$ cat config.mk
export PLATFORM = sky130hd
export DESIGN_NAME = prescaler_bank
export DESIGN_NICKNAME = d
export VERILOG_FILES = /design/src/rtl/prescaler_pkg.sv /design/src/rtl/prescaler_ch.sv /design/src/rtl/prescaler_bank.sv
export SDC_FILE = /design/constraint.sdc
export NUM_CORES = 1
export LEC_CHECK = 0
export CORE_MARGIN = 2
export CORE_UTILIZATION = 65
export DETAILED_ROUTE_END_ITERATION = 12
export GPL_ROUTABILITY_DRIVEN = 0
export GPL_TIMING_DRIVEN = 0
export PLACE_DENSITY = 0.91
export SKIP_LAST_GASP = 1
export SYNTH_ARGS = -nofsm -noshare
export SYNTH_HDL_FRONTEND = slang
export SYNTH_SLANG_ARGS = --single-unit
$ cat constraint.sdc
create_clock -name clk_in -period 4.58 [get_ports clk_in]
set_clock_uncertainty 0.15 [all_clocks]
set_input_delay 0.916 -clock clk_in [delete_from_list [all_inputs] [get_ports clk_in]]
set_output_delay 0.916 -clock clk_in [all_outputs]
set_load 0.05 [all_outputs]
$ cat src/rtl/prescaler_pkg.sv
// rtl/prescaler_pkg.sv - shared output-mode codes and width helper for the prescaler bank
package prescaler_pkg;

  localparam logic MODE_TOGGLE = 1'b0;
  localparam logic MODE_PULSE  = 1'b1;

  function automatic int clog2(input longint unsigned value);
    int             result;
    longint unsigned span;
    result = 0;
    span   = 1;
    while (span < value) begin
      span   = span << 1;
      result = result + 1;
    end
    return result;
  endfunction

endpackage

$ cat src/rtl/prescaler_ch.sv
// rtl/prescaler_ch.sv - one channel: divides the shared base tick, drives a square wave or strobe
module prescaler_ch
  import prescaler_pkg::*;
#(
  parameter int               DIV_W   = 8,
  parameter logic [DIV_W-1:0] DIV_RST = '0
) (
  input  logic             clk_in,
  input  logic             rst_n,
  input  logic             tick,
  input  logic             en,
  input  logic             clr,
  input  logic             ld,
  input  logic [DIV_W-1:0] ld_div,
  input  logic             ld_mode,
  output logic             d
);

  logic [DIV_W-1:0] cnt;
  logic [DIV_W-1:0] div_q;
  logic             mode;

  always_ff @(posedge clk_in or negedge rst_n) begin
    if (!rst_n) begin
      cnt   <= '0;
      div_q <= DIV_RST;
      mode  <= MODE_TOGGLE;
      d     <= 1'b0;
    end else begin
      if (ld) begin
        div_q <= ld_div;
        mode  <= ld_mode;
      end
      // Realign, reprogram and disable all restart the channel from a clean phase.
      if (clr || ld || !en) begin
        cnt <= '0;
        d   <= 1'b0;
      end else if (tick && cnt == div_q) begin
        cnt <= '0;
        d   <= (mode == MODE_PULSE) ? 1'b1 : ~d;
      end else begin
        if (tick) cnt <= cnt + DIV_W'(1);
        if (mode == MODE_PULSE) d <= 1'b0;
      end
    end
  end

endmodule

$ cat src/rtl/prescaler_bank.sv
// rtl/prescaler_bank.sv - shared base divider plus NCH programmable clock-enable channels
module prescaler_bank
  import prescaler_pkg::*;
#(
  parameter int               NCH      = 8,
  parameter int               BASE_DIV = 1048576,
  parameter int               DIV_W    = 8,
  parameter logic [DIV_W-1:0] DIV_RST  = '0,
  localparam int              CH_W     = (clog2(NCH) < 1) ? 1 : clog2(NCH)
) (
  input  logic             clk_in,
  input  logic             rst_n,
  input  logic [NCH-1:0]   ch_en,
  input  logic             sync,
  input  logic             wr_en,
  input  logic [CH_W-1:0]  wr_ch,
  input  logic [DIV_W-1:0] wr_div,
  input  logic             wr_mode,
  output logic             base_tick,
  output logic [NCH-1:0]   D
);

  localparam int                BASE_W    = (clog2(BASE_DIV) < 1) ? 1 : clog2(BASE_DIV);
  localparam logic [BASE_W-1:0] BASE_LAST = BASE_W'(BASE_DIV - 1);

  logic [BASE_W-1:0] base_cnt;
  logic              base_wrap;
  logic              wr_hit;
  logic [NCH-1:0]    ld;

  assign base_wrap = (base_cnt == BASE_LAST);

  // Sync overrides a coincident wrap, so no tick escapes on a realign cycle.
  always_ff @(posedge clk_in or negedge rst_n) begin
    if (!rst_n) begin
      base_cnt  <= '0;
      base_tick <= 1'b0;
    end else if (sync) begin
      base_cnt  <= '0;
      base_tick <= 1'b0;
    end else begin
      base_cnt  <= base_wrap ? '0 : base_cnt + BASE_W'(1);
      base_tick <= base_wrap;
    end
  end

  assign wr_hit = wr_en && (32'(wr_ch) < NCH);

  for (genvar g = 0; g < NCH; g++) begin : g_ch
    assign ld[g] = wr_hit && (wr_ch == CH_W'(g));

    prescaler_ch #(
      .DIV_W   (DIV_W),
      .DIV_RST (DIV_RST)
    ) u_ch (
      .clk_in  (clk_in),
      .rst_n   (rst_n),
      .tick    (base_tick),
      .en      (ch_en[g]),
      .clr     (sync),
      .ld      (ld[g]),
      .ld_div  (wr_div),
      .ld_mode (wr_mode),
      .d       (D[g])
    );
  end

endmodule

=== Word level (Yosys, flattened, before mapping) ===
Index checks and enable logic that the tools add are counted.

* Output and inout bits: 9
* Input bits: 24
* Register bits: 165

* Add/sub/neg operators: 9
* Bitwise logic cells: 8
* Equality and inequality tests: 16
* Reduce and logical (&&, ||, !) cells: 57
* Muxes and demuxes: 59

{| class="wikitable"
|+ Operator list
! kind !! count
|-
| $mux W8 || 24
|-
| $add A8 B1 Y8 const B || 8
|-
| $eq A8 B8 Y1 || 8
|-
| $reduce_bool A3 Y1 || 16
|-
| $mux W20 || 2
|-
| $mux W1 || 33
|-
| $add A20 B1 Y20 const B || 1
|-
| $eq A20 B20 Y1 const B || 1
|-
| $logic_and A1 B1 Y1 || 16
|-
| $logic_or A1 B1 Y1 || 16
|-
| $eq A3 B3 Y1 const B || 4
|-
| $logic_not A1 Y1 || 8
|-
| $not A1 Y1 || 8
|-
| $eq A3 B2 Y1 const B || 2
|-
| $eq A3 B1 Y1 const B || 1
|-
| $logic_not A3 Y1 || 1
|}

=== Longest topological paths before layout ===
Gate-level depths: netlist (run 1).

* Word-level depth: 5
* Gate-level depth with buffers: 7
* Gate-level depth less buffers: 6

=== By module ===
From an unflattened synthesis (run 1), not the netlist that was laid out.

* Cell total of the unflattened synthesis: 773
* Area total of the unflattened synthesis: 8,545.7 um^2

{| class="wikitable"
|+ Modules (own cells, without submodules)
! module !! sequential area each (um^2) !! area each (um^2) !! cells an instance !! instances
|-
| prescaler_ch || 450.4 || 932.1 || 82 || 8
|-
| prescaler_bank || 525.5 || 1,088.5 || 117 || 1
|}

=== Worst setup path before layout (run 1) ===
No wires, ideal clock.

* Path type: input-to-reg
* From: input wr_ch[2]
* To: register g_ch[2].u_ch.cnt[6]
* Arrival time: 2.006 ns
* Path slack: 2.305 ns
* Path buffers: 2
* Required time: 4.311 ns
* Stages: 6
* Cells stage by stage: buf_2 nor4bb_1 buf_2 or3b_1 nand2b_4 nor2_1

* Word-level cells in the longest chain between the ends: 5
* Elaborated cells between the ends (all ways): 6

{| class="wikitable"
|+ Ends and longest elaborated chain
! element !! RTL line !! source
|-
| start: declaration || prescaler_bank.sv:16 || <nowiki>input logic [CH_W-1:0] wr_ch,</nowiki>
|-
| $eq A3 B2 Y1 (*) || prescaler_bank.sv:50 || <nowiki>assign ld[g] = wr_hit && (wr_ch == CH_W'(g));</nowiki>
|-
| $logic_and A1 B1 Y1 (*) || prescaler_bank.sv:50 ||
|-
| $logic_or A1 B1 Y1 (*) (2 in a row) || prescaler_ch.sv:35 || <nowiki>if (clr || ld || !en) begin</nowiki>
|-
| $reduce_bool A3 Y1 (no line) or $mux W8 (tied branches) || n/a ||
|-
| end signal: assignment || prescaler_ch.sv:42 || <nowiki>if (tick) cnt <= cnt + DIV_W'(1);</nowiki>
|-
| end: declaration || prescaler_ch.sv:19 || <nowiki>logic [DIV_W-1:0] cnt;</nowiki>
|}

Mark *: on every way between the ends. The rest lies on a longest branch, timed or not.
A chain may end at the register's enable or synchronous reset.

=== Final worst setup path (run 1) ===
* From: register g_ch[0].u_ch.d
* To: output D[0]

{| class="wikitable"
|+ RTL lines
! element !! RTL line !! source
|-
| start: declaration || prescaler_ch.sv:16 || <nowiki>output logic d</nowiki>
|-
| start signal: assignment || prescaler_ch.sv:40 || <nowiki>d <= (mode == MODE_PULSE) ? 1'b1 : ~d;</nowiki>
|-
| end: declaration || prescaler_bank.sv:20 || <nowiki>output logic [NCH-1:0] D</nowiki>
|}

No word-level cell between the ends.

==> results of run 1 <==
-- cell usage in the layout, fill, tap and decap left out, types with 11 or more instances in the layout --
| master | netlist | final |
|---|---|---|
| nand2b_1 | 12 | 12 |
| xnor2_1 | 31 | 31 |
| and3_1 | 14 | 14 |
| a21oi_1 | 17 | 17 |
| dfrtp_1 | 165 | 165 |
| nor3_1 | 11 | 11 |
| nor2_1 | 81 | 81 |
| nand2_1 | 44 | 44 |
| xor2_1 | 101 | 101 |
| nand3_1 | 32 | 32 |
| nand4_1 | 27 | 27 |
| clkbuf_16 | 0 | 17 |
| mux2_2 | 72 | 72 |
| clkdlybuf4s50_1 | 0 | 29 |
-- flip-flops by register name (all words and copies together), names as in the netlist --
name,flops
base_tick,1
g_ch.u_ch.mode,8
g_ch.u_ch.cnt,64
g_ch.u_ch.div_q,64
base_cnt,20
g_ch.u_ch.d,8
-- layout make-up --
cell class	instances	area, um^2	area share (%)
flip-flops and latches	165	4130	45.1
multi-input cells	512	3710	40.6
clock buffers	25	526	5.74
repair buffers	31	329	3.60
well taps	147	184	2.01
plain buffers	25	160	1.75
clock inverters	6	88.8	0.971
inverters	5	18.8	0.205
-- power by group --
part           switching [mW]  leakage [nW]  internal [mW]
combinational           0.170          1.60          0.202
clock                   0.554         0.298          0.903
sequential              0.105          2.16           1.60
total                   0.830          4.06           2.71
-- logic make-up (layout without fill, tap and decap cells) --
family	Yosys count	after routing	share of synthesized area (%)
fa+ha+maj	9	9	1.40
buf+inv	30	92	2.23
xor+xnor	132	132	14.4
mux	72	72	10.1
simple gates	264	264	17.4
compound gates	35	35	2.93
flops	165	165	51.5
-- worst min-delay path by stage --
stage / to / startpoint / slack [ns]
after global routing: g_ch[2].u_ch.mode / g_ch[2].u_ch.mode / 0.37
after floorplan: base_cnt[0] / base_cnt[0] / 0.32
after global placement: g_ch[5].u_ch.mode / g_ch[5].u_ch.mode / 0.33
after detailed placement: g_ch[2].u_ch.mode / g_ch[2].u_ch.mode / 0.34
final: g_ch[7].u_ch.cnt[5] / rst_n / 0.35
after CTS: g_ch[6].u_ch.mode / g_ch[6].u_ch.mode / 0.35
-- layer usage --
layer | vias to the layer above | track usage [%] | wire [um]
li1 | 2560 | - | -
met1 | 2842 | 37.9 | 7530
met2 | 213 | 50.5 | 9250
met3 | 52 | 8.28 | 1120
met4 | 0 | 13.6 | 638
met5 | - | 0 | 0
==> impl_results.md, run 1 <==
- Status: finished clean
- Number of DRC markers in iteration 0: 476
- CP startpoint: g_ch[0].u_ch.d
- Worst-path fanout max: 2
- Core ar.: 0.0120 mm^2
- Fin crit period: 2.79 ns
- Maxcap violations: 0
- Register-to-Register Setup Slack: 2.20 ns
- Hpwl dp: 11,600 um
- CTS H-Tree Depth: 4
- Mapped Area: 0.00802 mm^2
- Critical Path RT: 3.51 ns
- Final Setup Violations: 0
- RSZ-0062 raised after global routing: false
- Register bit total from synthesis: 165
- CP cell instances: buf_4 > clkdlybuf4s50_1
- CTS Buf Count: 17
- Critical Path Start Type: flip-flop
- # IOs: 33
- Clock root buffer: clkbuf_16
- Number of synthesized flops with an enable pin: 0
- Post-synth ARST share: 100%
- WS Path Type: flip-flop to primary output
- Share of the synthesized area in the top cell type: 51.5%
- R2R cell count: 6
- Die Area: 0.0132 mm^2
- Synth cell types: 48
- Initial core utilization: 66.8%
- Rows: 40
- Yosys warnings: 0
- Critical path endpoint category: primary output
- Hold WC Path Type: input pin to async pin
- Post-DR vias/cell: 6.19
- Post-DP Area: 0.00853 mm^2
- Pwr dens: 386 mW/mm^2
- Slew headroom: 45.9%
- Drt total wl: 18,500 um
- Antenna violations before repair: 0
- Post-CTS sizing: 0
- Post-synth net total: 740
- Delay of the slowest cell on the worst path: 0.79 ns
- Antenna Cells: 0
- Area contributors post-synth: dfrtp_1, xor2_1, mux2_2
- Fill count: 714
- Drt first pass iters: 5
- Cells after DPL: 885
- Slowest CP cell: clkdlybuf4s50_1
- Worst Slack Setup Final: 1.79 ns
- Worst R2R End: g_ch[2].u_ch.cnt[3]
- Synthesis-to-finish area growth: 14.1%
- Clock-pin slew on the worst setup and hold paths: 0.06 ns
- GRT Total Usage: 30.5%
- R2R Path Start: base_tick
- Post-CTS Repair Setup Buffers: 0
- Pre-CTS setup slack: 1.45 ns
- Wire per inst: 20.2 um
- Grt ovf: 0
- Finished layout cell area: 0.00915 mm^2
- CTS tree: yes
- Worst skew pair latency: 0.43 ns
- Final Instance Count excl. Fillers: 916
- Post-CTS Hold Buffers: 0
- Vias in the first global route: 5,988
- Post-Route Utilization: 76.2%
- Worst Setup EP: D[0]
- Die Y: 115 um
- Delay-heaviest family, CP: buffers and inverters
- Area leader, netlist: dfrtp_1
- Final ANT Viol Nets: 0
- CP arrival: 1.73 ns
- # clock sinks: 165
- Hold Vio Cnt, Final: 0
- Share of post-route cells with drive strength above 1: 18.5%
- Setup TNS: 0 ns
- Pleak: 4.06 nW
- Layout Nets: 790
- Deepest clock path buffer count: 2
- Largest net degree at the start of global routing: 91
- Port bufs: 30
- Worst-Margin Slew: 0.812 ns
- Synthesized instance count: 707
- CP bufs+invs: 2
- Instance count on the critical path: 2
- Fmax: 358 MHz
- First-pass GRT wire length: 30,500 um
- Avg Inst Size Synth: 11.3 um^2
- Most frequently used cell type in the post-synthesis netlist: dfrtp_1
- Tcrit/Tclk final: 61.0%
- Synth top cells by count: dfrtp_1, xor2_1, nor2_1
- Vias: 5,667
- Register area share after synthesis: 51.5%
- WHS: 0.349 ns
- Total power: 3.54 mW
- # DRC: 0
- Die W: 115 um
- Max-slew violation count: 0
- Peak VDD IR: 0.331 mV
- Synth Flop Type: dfrtp_1
No activity file was read; power rests on OpenSTA's default activity.
==> run 2, diff against run 1 <==
--- a/config.mk
+++ b/config.mk
@@ -6,11 +6,11 @@
 export NUM_CORES = 1
 export LEC_CHECK = 0
 export CORE_MARGIN = 2
-export CORE_UTILIZATION = 65
+export CORE_UTILIZATION = 55
 export DETAILED_ROUTE_END_ITERATION = 12
 export GPL_ROUTABILITY_DRIVEN = 0
 export GPL_TIMING_DRIVEN = 0
-export PLACE_DENSITY = 0.91
+export PLACE_DENSITY = 0.83
 export SKIP_LAST_GASP = 1
 export SYNTH_ARGS = -nofsm -noshare
 export SYNTH_HDL_FRONTEND = slang
==> constraint.sdc (replaced) <==
create_clock -name clk_in -period 2.3 [get_ports clk_in]
set_clock_uncertainty 0.15 [all_clocks]
set_input_delay 0.46 -clock clk_in [delete_from_list [all_inputs] [get_ports clk_in]]
set_output_delay 0.46 -clock clk_in [all_outputs]
set_load 0.05 [all_outputs]
==> run 2 against run 1 <==
Sequential power rose by 98%. Clock power rose by 88%. Hold slack barely moved. Clock-buffer cell count fell by 2. Largest power group unchanged.
==> impl_results.md, run 2 (synthesis gave the netlist of run 1 again) <==
- CP arrival: 1.65 ns (-0.08 ns)
- R2R cell count: 6 (unchanged)
- Peak VDD IR: 0.566 mV (+71%)
- CTS Buf Count: 17 (unchanged)
- Maxcap violations: 0 (unchanged)
- Initial core utilization: 55.8% (-11 points)
- Worst Slack Setup Final: 0.0387 ns (-1.75 ns)
- Clock-pin slew on the worst setup and hold paths: 0.06 ns (about the same)
- Deepest clock path buffer count: 2 (unchanged)
- Number of DRC markers in iteration 0: 513 (+7.8%)
- Synthesis-to-finish area growth: 14.5%
- Largest regs: g_ch.u_ch.cnt x64, g_ch.u_ch.div_q x64, base_cnt x20
- Antenna Cells: 0 (unchanged)
- Hold WC Path Type: flip-flop to flip-flop
- Worst-path fanout max: 2 (unchanged)
- # clock sinks: 165 (unchanged)
- Layout Nets: 792 (+0.25%)
- Fmax: 442 MHz
- Drt first pass iters: 5 (unchanged)
- Post-DR vias/cell: 6.00 (-3.0%)
- Status: finished clean
- Core ar.: 0.0144 mm^2 (+20%)
- Tcrit/Tclk final: 98.3%
- Rows: 44 (+10%)
- Max-slew violation count: 0 (unchanged)
- Die W: 125 um (+8.4%)
- Critical Path RT: 1.69 ns (-1.82 ns)
- Port bufs: 30 (unchanged)
- Grt ovf: 0 (unchanged)
- Worst skew pair latency: 0.44 ns (about the same)
- Final Setup Violations: 0 (unchanged)
- GRT Total Usage: 24.4% (-6.1 points)
- Hold path cells: 1
- Most frequent cells in the layout: dfrtp_1, xor2_1, nor2_1
- Worst R2R End: g_ch[1].u_ch.cnt[2]
- Pwr dens: 747 mW/mm^2 (+93%)
- Total power: 6.86 mW (+94%)
- Antenna violations before repair: 0 (unchanged)
- Share of post-route cells with drive strength above 1: 18.9% (+0.47 points)
- Pleak: 4.16 nW (+2.4%)
- # DRC: 0 (unchanged)
- R2R Path Start: base_tick
- CTS tree: yes
- RSZ-0062 raised after global routing: false
- Commonest non-fill, non-tap cell in the layout: dfrtp_1
- Final ANT Viol Nets: 0 (unchanged)
- Wire per inst: 19.0 um (-6.1%)
- Fin crit period: 2.26 ns
- Largest net degree at the start of global routing: 84 (-7.7%)
- CTS H-Tree Depth: 4 (unchanged)
- Vias in the first global route: 5,928 (-1.0%)
- Critical path endpoint category: primary output
- Clock root buffer: clkbuf_16
- Hold Path End: g_ch[7].u_ch.mode
- Drt total wl: 18,200 um (-2.1%)
- Hpwl dp: 11,800 um (+2.0%)
- Critical Path Start Type: flip-flop
- Die Area: 0.0156 mm^2 (+18%)
- WS Path Type: flip-flop to primary output
- # IOs: 33 (unchanged)
- HP Start: g_ch[7].u_ch.mode
- Slew headroom: 49.6% (+3.7 points)
- Vias: 5,732 (+1.1%)
- Hold Vio Cnt, Final: 0 (unchanged)
- First-pass GRT wire length: 30,000 um (-1.7%)
- Register-to-Register Setup Slack: 0.16 ns (-2.04 ns)
- Pre-CTS setup slack: -0.448 ns (-1.90 ns)
- Worst-Margin Slew: 0.756 ns (-0.0554 ns)
- Die Y: 125 um (+8.4%)
## run 2: changes by cell type in the layout (fill, tap and decap cells not counted), sizes merged
| cell | previous run | this run |
|---|---|---|
| clkinv | 1 | 5 |
| dlymetal6s2s | 0 | 4 |
| bufinv | 2 | 1 |
| dlygate4sd2 | 0 | 4 |
| clkbuf | 28 | 26 |
| dlygate4sd3 | 0 | 1 |
| buf | 24 | 25 |
| clkinvlp | 2 | 1 |
| clkdlybuf4s50 | 29 | 21 |
## run 2: critical path, stage by stage, from the launching register on
cell and delay, ns:
dfrtp_1 0.34, buf_4 0.10, clkdlybuf4s50_1 0.78
## run 2: report_power, final
| group | leakage (nW) | total [mW] | internal [mW] | switching (mW) |
|---|---|---|---|---|
| clock | 0.285 | 2.74 | 1.62 | 1.12 |
| sequential | 2.16 | 3.39 | 3.19 | 0.203 |
| combinational | 1.71 | 0.731 | 0.404 | 0.327 |
## run 2: how the worst max path moves through the flow
stage                   startpoint                   to  slack (ns)
floorplan                base_tick  g_ch[1].u_ch.cnt[2]        0.40
global placement             rst_n  g_ch[2].u_ch.cnt[4]       -5.64
detailed placement        wr_ch[1]  g_ch[2].u_ch.cnt[2]       -0.45
CTS                 g_ch[1].u_ch.d                 D[1]       0.002
global route        g_ch[6].u_ch.d                 D[6]       0.007
finish              g_ch[6].u_ch.d                 D[6]        0.04
## run 2: metrics by stage
step	setup TNS, ns	instance area, um^2	hold slack, ns	instances	util (%)
global route	0	9180	0.361	955	63.9
floorplan	0	8020	0.0144	707	-
detailed placement	-14.93	8580	0.339	922	59.7
finish	0	9180	0.349	955	63.9
global placement	-939.95	8550	0.330	921	59.5
CTS	0	9160	0.352	954	63.8
## run 2: timing repair
action                                  4_1_cts  5_1_grt
hold endpoints to repair                     82        0
resized for setup                             6        4
pin swaps                                     0        1
setup buffers                                 0        2
hold buffers                                  1        0
endpoints found under the setup margin        8       16
## run 2: cell type report
type	instances	area [um^2]
Fill cell	1026	5180
Clock buffer	23	498
Timing Repair Buffer	34	359
Sequential cell	165	4130
Buffer	24	158
Inverter	5	18.8
Tap cell	184	230
Multi-Input combinational cell	512	3720
Clock inverter	8	71.3
## run 2: layer usage
layer	track usage [%]	part of all wire (%)
met5	0	0
met4	12.6	4.1
met3	4.55	4.4
met2	40.6	49
met1	30.6	42
